[config.mk]
export PLATFORM = sky130hd
export DESIGN_NAME = apb4_master_arbiter
export DESIGN_NICKNAME = d
export VERILOG_FILES = /design/src/rtl/apb4_master_arbiter.sv
export SDC_FILE = /design/constraint.sdc
export NUM_CORES = 1
export LEC_CHECK = 0
export ABC_CLOCK_PERIOD_IN_PS = 2900
export BUFFER_PORTS_ARGS = -buffer_cell sky130_fd_sc_hd__clkbuf_2
export CAP_MARGIN = 30
export CORE_AREA = 10 10 156 158
export DETAILED_ROUTE_END_ITERATION = 8
export DIE_AREA = 0 0 166 168
export GPL_ROUTABILITY_DRIVEN = 0
export PLACE_DENSITY = 0.63
export SYNTH_ARGS = -nofsm -noshare
export SYNTH_HDL_FRONTEND = slang
export SYNTH_SLANG_ARGS = --single-unit
[constraint.sdc]
create_clock -name PCLK -period 2.9 [get_ports PCLK]
set_clock_uncertainty 0.15 [all_clocks]
set_input_delay 0.725 -clock PCLK [delete_from_list [all_inputs] [get_ports PCLK]]
set_output_delay 0.725 -clock PCLK [all_outputs]
set_load 0.03 [all_outputs]
[src/rtl/apb4_master_arbiter.sv]
// apb4_master_arbiter: round-robin sharing of one APB4 master bridge among NUM_REQ requesters
module apb4_master_arbiter #(
  parameter int NUM_REQ = 4,
  parameter int DATA_WIDTH = 32,
  parameter int ADDR_WIDTH = 32,
  localparam int STRB_WIDTH = DATA_WIDTH / 8,
  localparam int IDX_W = $clog2(NUM_REQ)
) (
  input  logic                           PCLK,
  input  logic                           PRESET,
  input  logic [NUM_REQ-1:0]             REQ_VALID,
  input  logic [NUM_REQ*ADDR_WIDTH-1:0]  REQ_ADDR,
  input  logic [NUM_REQ-1:0]             REQ_WRITE,
  input  logic [NUM_REQ*DATA_WIDTH-1:0]  REQ_WDATA,
  input  logic [NUM_REQ*STRB_WIDTH-1:0]  REQ_STRB,
  output logic [NUM_REQ-1:0]             REQ_DONE,
  output logic [DATA_WIDTH-1:0]          REQ_RDATA,
  output logic                           REQ_ERR,
  output logic [IDX_W-1:0]               GNT_IDX,
  output logic                           BUSY,
  output logic                           TRANSFER,
  output logic [ADDR_WIDTH-1:0]          PADDR_BUS,
  output logic                           PWRITE_BUS,
  output logic [DATA_WIDTH-1:0]          PWDATA_BUS,
  output logic [STRB_WIDTH-1:0]          PSTRB_BUS,
  input  logic                           PREADY,
  input  logic [DATA_WIDTH-1:0]          PRDATA,
  input  logic                           PSLVERR
);
  typedef enum logic [1:0] {ST_IDLE, ST_SETUP, ST_ACCESS} state_t;
  state_t state_q, state_d;
  logic [IDX_W-1:0] gnt_q, gnt_d, rr_q, rr_d, win, idx;
  logic [NUM_REQ-1:0] eligible, done_q, done_d;
  logic [DATA_WIDTH-1:0] rdata_q, rdata_d, pwdata_q, pwdata_d;
  logic [ADDR_WIDTH-1:0] paddr_q, paddr_d;
  logic [STRB_WIDTH-1:0] pstrb_q, pstrb_d;
  logic err_q, err_d, pwrite_q, pwrite_d;
  logic found, launch, complete;
  // descending search so the candidate closest to rr_q is the last one written
  always_comb begin
    eligible = REQ_VALID & ~((state_q == ST_ACCESS) ? NUM_REQ'(1) << gnt_q : '0);
    win = '0;
    idx = '0;
    found = 1'b0;
    for (int k = NUM_REQ - 1; k >= 0; k--) begin
      idx = IDX_W'((int'(rr_q) + k) % NUM_REQ);
      if (eligible[idx]) begin
        win = idx;
        found = 1'b1;
      end
    end
  end
  assign complete = (state_q == ST_ACCESS) & PREADY;
  assign launch = found & ((state_q == ST_IDLE) | complete);
  assign TRANSFER = launch & ~PRESET;
  always_comb begin
    state_d = launch ? ST_SETUP : (state_q == ST_SETUP) ? ST_ACCESS :
              (state_q == ST_ACCESS && !PREADY) ? ST_ACCESS : ST_IDLE;
    gnt_d = launch ? win : gnt_q;
    rr_d = launch ? ((win == IDX_W'(NUM_REQ - 1)) ? '0 : win + 1'b1) : rr_q;
    done_d = complete ? NUM_REQ'(1) << gnt_q : '0;
    rdata_d = complete ? PRDATA : rdata_q;
    err_d = complete ? PSLVERR : err_q;
    paddr_d = launch ? REQ_ADDR[win*ADDR_WIDTH +: ADDR_WIDTH] : paddr_q;
    pwrite_d = launch ? REQ_WRITE[win] : pwrite_q;
    pwdata_d = launch ? REQ_WDATA[win*DATA_WIDTH +: DATA_WIDTH] : pwdata_q;
    pstrb_d = launch ? (REQ_WRITE[win] ? REQ_STRB[win*STRB_WIDTH +: STRB_WIDTH] : '0) : pstrb_q;
  end
  always_ff @(posedge PCLK) begin
    if (PRESET) begin
      state_q <= ST_IDLE;
      gnt_q <= '0;
      rr_q <= '0;
      done_q <= '0;
      rdata_q <= '0;
      err_q <= 1'b0;
      paddr_q <= '0;
      pwrite_q <= 1'b0;
      pwdata_q <= '0;
      pstrb_q <= '0;
    end else begin
      state_q <= state_d;
      gnt_q <= gnt_d;
      rr_q <= rr_d;
      done_q <= done_d;
      rdata_q <= rdata_d;
      err_q <= err_d;
      paddr_q <= paddr_d;
      pwrite_q <= pwrite_d;
      pwdata_q <= pwdata_d;
      pstrb_q <= pstrb_d;
    end
  end
  assign REQ_DONE = done_q;
  assign REQ_RDATA = rdata_q;
  assign REQ_ERR = err_q;
  assign GNT_IDX = gnt_q;
  assign BUSY = state_q != ST_IDLE;
  assign PADDR_BUS = paddr_q;
  assign PWRITE_BUS = pwrite_q;
  assign PWDATA_BUS = pwdata_q;
  assign PSTRB_BUS = pstrb_q;
endmodule

==> results of run 1 <==
-- stage by stage --
stage               setup TNS [ns]  cell area (sq um)  util, %  power (W)  instances
detailed placement         -0.0331               9010     42.1    0.00445       1434
global placement                 0               9010     42.1    0.00443       1434
global route              -0.00479               9320     43.5    0.00595       1450
CTS                              0               9310     43.4    0.00568       1449
floorplan                        0               6570        -    0.00360        765
finish                           0               9320     43.5    0.00562       1450
-- report_power, final --
group	total [W]	internal (W)	switching, W
Combinational	0.00251	0.00103	0.00148
Sequential	0.00190	0.00175	0.000148
Clock	0.00121	0.000611	0.000594
Total	0.00562	0.00339	0.00222
-- logic make-up (layout without fill, tap and decap cells) --
| kind of cell | after synthesis | count (layout) | synth area share, % |
|---|---|---|---|
| muxes | 132 | 132 | 21.4 |
| other | 0 | 1 | 0 |
| DFF | 112 | 112 | 34.1 |
| AOI/OAI and AO/OA | 258 | 258 | 22.9 |
| xor gates and xnor gates | 1 | 1 | 0.133 |
| buffers and inverters | 81 | 485 | 7.20 |
| and+or+nand+nor | 181 | 181 | 14.3 |
-- what timing repair did --
item / in CTS / in global routing
pin swaps: 0 / 1
setup buffers: 0 / 0
resized for setup: 3 / 4
endpoints found under the setup margin: 3 / 8
endpoints found under the hold margin: 0 / 0
-- metal layers --
metal	wire length [microns]	track usage (%)	vias up
met2	14500	33.1	262
met1	11600	22.9	3349
met4	451	5.01	0
li1	-	-	3560
met3	1860	4.66	23
met5	0	0	-
-- cell type report --
type	count	area [sq um]	share of cell area (%)
multi-input combinational	572	3920	42.0
timing repair buffer	462	2490	26.8
sequential	112	2240	24.1
tap	280	350	3.76
clock buffer	10	239	2.57
clock inverter	5	40.0	0.430
inverter	8	30.0	0.322
antenna	1	2.50	0.0269
-- placed cells by master, fill, tap and decap left out, types with 3 or more instances in the layout --
master     instances
clkbuf_2         423
dfxtp_1          110
nand2_1           77
o21ai_1           75
mux2_2            66
mux2i_1           66
nand2b_1          65
o22ai_1           65
o21ai_0           54
a21oi_1           37
buf_4             31
nor2_1             9
and2_1             9
clkbuf_16          9
inv_1              8
a221oi_1           7
buf_12             7
nor4_1             5
o31ai_1            4
a221oi_4           3
-- registers in the layout (all words and copies together) (netlist names) --
name,flops
PADDR_BUS,32
PWDATA_BUS,32
REQ_RDATA,32
PSTRB_BUS,4
REQ_DONE,4
GNT_IDX,2
rr_q,2
state_q,2
PWRITE_BUS,1
REQ_ERR,1
-- critical path, stage by stage, from the launching register on --
cell and delay (ns):
dfxtp_2 0.35, buf_4 0.15, nor2b_1 0.16, a41o_1 0.25, a221oi_4 0.28, nand2b_4 0.12, inv_1 0.09, buf_4 0.16
-- how the worst max path moves through the flow --
stage	start	endpoint	slack, ns	cells after the start
5_1_grt	GNT_IDX[0]	PADDR_BUS[6]	-0.003	8
2_1_floorplan	REQ_VALID[2]	TRANSFER	0.15	5
4_1_cts	state_q[1]	TRANSFER	0.007	7
6_report	state_q[1]	TRANSFER	0.13	7
3_5_place_dp	REQ_VALID[0]	PSTRB_BUS[3]	-0.02	8
3_3_place_gp	REQ_VALID[0]	PADDR_BUS[11]	0.02	9
-- Yosys cell counts (2+ instances only) --
cell type	number	area share, %
a211oi_1	2	0.23
a21oi_1	37	2.8
a221oi_1	8	1.1
a221oi_2	2	0.46
and2_1	9	0.86
buf_1	2	0.11
buf_2	9	0.69
buf_4	4	0.46
buf_6	10	1.7
buf_8	6	1.4
clkbuf_1	42	2.4
dfxtp_1	112	34
inv_1	8	0.46
mux2_2	66	11
mux2i_1	66	10
nand2_1	77	4.4
nand2b_1	67	6.4
nor2_1	9	0.51
nor2b_1	2	0.19
nor4_1	5	0.48
o21ai_0	54	4.1
o21ai_1	75	5.7
o22ai_1	66	6.3
o31ai_1	4	0.46
o32ai_1	2	0.27
==> impl_metrics.env, run 1 <==
export IMPL_ctsLongestPathBuffers=2
export IMPL_avgRoutedWirePerCell_microns=19.6
export IMPL_cp_arrival_ns=1.89
export IMPL_clock_sinks=112
export IMPL_drt_iter0_drc=483
export IMPL_ir_worst_vdd_mv=0.279
export IMPL_nNetsFinal=1481
export IMPL_grt_usage_pct=19.0
export IMPL_slew_viol_final=0
export IMPL_die_h_microns=168
export IMPL_fin_ws_ns=0.130
export IMPL_hp_class="reg -> reg"
export IMPL_overflow=0
export IMPL_wl_mm=28.4
export IMPL_outcome="finished, final reports clean"
export IMPL_synth_ff_type="dfxtp_1"
export IMPL_cts_tree="built"
export IMPL_syn_area_sq_um=6570
export IMPL_powerDensity_nw_per_um2=603
export IMPL_antenna_found_initial=1
export IMPL_min_path_cells=2
export IMPL_tightestPinTransition_ns=0.829
export IMPL_ys_types=46
export IMPL_firstDrtPassIters=5
export IMPL_whs_ns=0.307
export IMPL_reg2reg_to="PADDR_BUS[6]"
export IMPL_slew_headroom_pct=44.7
export IMPL_insertion_delay_ns=0.35
export IMPL_start_kind="register"
export IMPL_layout_drive_gt1_share_pct=47.7
export IMPL_postSynthAreaPerCell_sq_um=8.59
export IMPL_criticalPathCategory="reg -> out"
export IMPL_hold_violations=0
export IMPL_grt_pass1_vias=7439
export IMPL_grt_pass1_wl_mm=42.8
export IMPL_root_buffer="clkbuf_16"
export IMPL_ys_ff_latch=112
export IMPL_dp_slack_ns=-0.0162
export IMPL_p_leak_nw=4.26
export IMPL_setup_violations_final=0
export IMPL_area_growth_pct=41.8
export IMPL_dieArea_sq_um=27900
export IMPL_initial_core_util_pct=30.7
export IMPL_async_flop_share_pct=0
export IMPL_dieWidth_microns=166
export IMPL_htreeDepth=3
export IMPL_reg2reg_depth=8
export IMPL_via_count=7194
export IMPL_synth_cells=765
export IMPL_rows=54
export IMPL_rsz0062_at_grt="yes"
export IMPL_yosys_warnings=0
export IMPL_synth_edff_count=0
export IMPL_post_route_period_util_pct=95.5
export IMPL_r2r_start="GNT_IDX[0]"
export IMPL_maxCapViolCount=0
export IMPL_dp_hpwl_mm=22.8
export IMPL_io_buffers=425
export IMPL_drcViolationCount=0
export IMPL_ant_nets=0
export IMPL_grt_max_degree=108
export IMPL_fin_crit_ns=2.77
export IMPL_holdCritStartpoint="REQ_RDATA[7]"
export IMPL_max_freq_ghz=0.361
export IMPL_r2r_setup_slack_ns=0.14
export IMPL_cts_hold_buf=0
export IMPL_coreArea_sq_um=21400
export IMPL_fillCellCount=2188
export IMPL_cts_buffers=9
export IMPL_critical_path_peak_fanout=5
export IMPL_hold_end="REQ_RDATA[7]"
export IMPL_ys_seq_area_share_pct=34.1
export IMPL_cp_end_kind="primary output"
export IMPL_clk_transition_reported_paths_ns=0.08
export IMPL_num_io_pins=426
export IMPL_cp_required_ns=2.03
export IMPL_synth_fp_nets=1081
export IMPL_via_per_inst=4.96
(Power assumes the default switching activity.)
==> run 2: changes to the inputs <==
- PLACE_DENSITY: 0.63 -> not set
==> run 2 against run 1 <==
  * First-iteration DRC count decreased by 4.8%
  * Routed wire length fell by 1.2%
  * Total power is 0.21% higher
  * Critical path type unchanged
  * Critical endpoint unchanged
  * Largest cell class unchanged
==> impl_metrics.env, run 2 (synthesis results as in run 1) <==
export IMPL_outcome="finished, final reports clean"
export IMPL_pwr_share_clk_pct=21.5
export IMPL_wl_mm=28.0
export IMPL_cp_arrival_ns=1.93
export IMPL_max_freq_ghz=0.357
export IMPL_hold_violations=0
export IMPL_hp_class="reg -> reg"
export IMPL_p_leak_nw=4.28
export IMPL_criticalPathCategory="reg -> out"
export IMPL_cp_required_ns=2.03
export IMPL_rows=54
export IMPL_dp_hpwl_mm=22.5
export IMPL_layout_common_cells="clkbuf_2, dfxtp_1, nand2_1"
export IMPL_area_growth_pct=42.4
export IMPL_avgRoutedWirePerCell_microns=19.3
export IMPL_cts_buffers=9
export IMPL_grt_pass1_wl_mm=43.0
export IMPL_ir_worst_vdd_mv=0.240
export IMPL_start_kind="register"
export IMPL_num_antenna_cells=0
export IMPL_drcViolationCount=0
export IMPL_htreeDepth=3
export IMPL_crit_family="compound AO/OA/AOI/OAI gates"
export IMPL_grt_usage_pct=18.9
export IMPL_finalNonFillerCells=1455
export IMPL_p_int_w=0.00339
export IMPL_post_route_period_util_pct=96.6
export IMPL_critical_path_peak_fanout=7
export IMPL_final_cell_area_sq_um=9360
export IMPL_dieArea_sq_um=27900
export IMPL_dp_slack_ns=-0.0595
export IMPL_whs_ns=0.304
export IMPL_ant_nets=0
export IMPL_drt_iter0_drc=460
export IMPL_pwr_share_comb_pct=45.1
export IMPL_grt_max_degree=73
export IMPL_overflow=0
export IMPL_slew_viol_final=0
export IMPL_via_per_inst=4.89
export IMPL_sw_frac_of_total_pct=39.7
export IMPL_coreArea_sq_um=21400
export IMPL_root_buffer="clkbuf_16"
export IMPL_ctsLongestPathBuffers=2
export IMPL_tightestPinTransition_ns=0.849
export IMPL_grt_pass1_vias=7405
export IMPL_cts_hold_buf=0
export IMPL_fin_crit_ns=2.80
export IMPL_antenna_found_initial=1
export IMPL_maxCapViolCount=0
export IMPL_nNetsFinal=1486
export IMPL_dieWidth_microns=166
export IMPL_layout_drive_gt1_share_pct=48.3
export IMPL_fillCellCount=2215
export IMPL_firstDrtPassIters=5
export IMPL_seqPwrFrac_pct=33.4
export IMPL_insertion_delay_ns=0.36
export IMPL_cts_tree="built"
export IMPL_cp_end_kind="primary output"
export IMPL_setup_violations_final=0
export IMPL_dp_cells=1439
export IMPL_powerDensity_nw_per_um2=602
export IMPL_crit_path_max_incr_delay_ns=0.35
export IMPL_final_common_cell="clkbuf_2"
export IMPL_initial_core_util_pct=30.7
export IMPL_fin_ws_ns=0.0988
export IMPL_slew_headroom_pct=43.4
export IMPL_total_power_w=0.00563
export IMPL_clock_sinks=112
export IMPL_via_count=7112
export IMPL_clk_transition_reported_paths_ns=0.08
export IMPL_num_io_pins=426
export IMPL_die_h_microns=168
export IMPL_crit_chain="buf_4 > nand2b_1 > a41o_1 > a221oi_4 > nand2b_4 > inv_2 > buf_6"
export IMPL_worst_path_buf_inv=3
export IMPL_p_sw_w=0.00224
export IMPL_placed_area_sq_um=9020
export IMPL_cp_slowest_cell="dfxtp_2"
export IMPL_io_buffers=425
## run 2: cell types whose count changed in the layout (fill, tap and decap cells not counted), sizes merged
cell | previous run | this run
buf | 39 | 44
clkinv | 3 | 1
clkinvlp | 0 | 1
diode | 1 | 0
inv | 10 | 12
## run 2: metal layers
layer / global-route usage, % / vias up / part of all wire (%)
met4: 5.55 / 2 / 1.8
met3: 4.45 / 28 / 6.0
met5: 0 / - / 0.071
met2: 32.8 / 258 / 50
met1: 22.8 / 3256 / 42
li1: - / 3568 / -
## run 2: per-stage QoR
step,setup TNS (ns),utilization [%]
floorplan,0,-
global placement,-0.0630,42.1
detailed placement,-0.397,42.1
CTS,0,43.5
global route,-0.0205,43.7
finish,0,43.7
## run 2: power groups by stage
| stage | combinational [W] | sequential [W] | clock, W |
|---|---|---|---|
| global route | 0.00275 | 0.00191 | 0.00131 |
| detailed placement | 0.00253 | 0.00191 | 0 |
| CTS | 0.00254 | 0.00188 | 0.00126 |
| floorplan | 0.00131 | 0.00229 | 0 |
| global placement | 0.00252 | 0.00190 | 0 |
| finish | 0.00254 | 0.00188 | 0.00121 |
## run 2: final cells by class
class | count | area, sq um | share of cell area (%)
timing repair buffer | 467 | 2510 | 26.9
clock buffer | 10 | 229 | 2.45
multi-input combinational | 572 | 3940 | 42.1
inverter | 8 | 30.0 | 0.321
clock inverter | 6 | 50.0 | 0.535
tap | 280 | 350 | 3.74
sequential | 112 | 2250 | 24.0
## run 2: worst paths after layout
| check | startpoint | end | slack [ns] | cells past startpoint |
|---|---|---|---|---|
| setup / recovery | GNT_IDX[1] | TRANSFER | 0.1 | 7 |
| hold / removal | PWRITE_BUS | PWRITE_BUS | 0.30 | 2 |
| setup reg to reg | GNT_IDX[1] | PSTRB_BUS[2] | 0.13 | 8 |
| hold reg to reg | PWRITE_BUS | PWRITE_BUS | 0.30 | 2 |
## run 2: worst min-delay path: stages (launching register included)
cell and delay [ns]:
dfxtp_1 0.32, nand2_1 0.05, nand2_1 0.04
## run 2: timing repair
action / in CTS / in global routing
pin swaps: 0 / 2
setup buffers: 0 / 0
resized for setup: 1 / 14
hold endpoints to repair: 0 / 0
setup endpoints to repair: 1 / 68
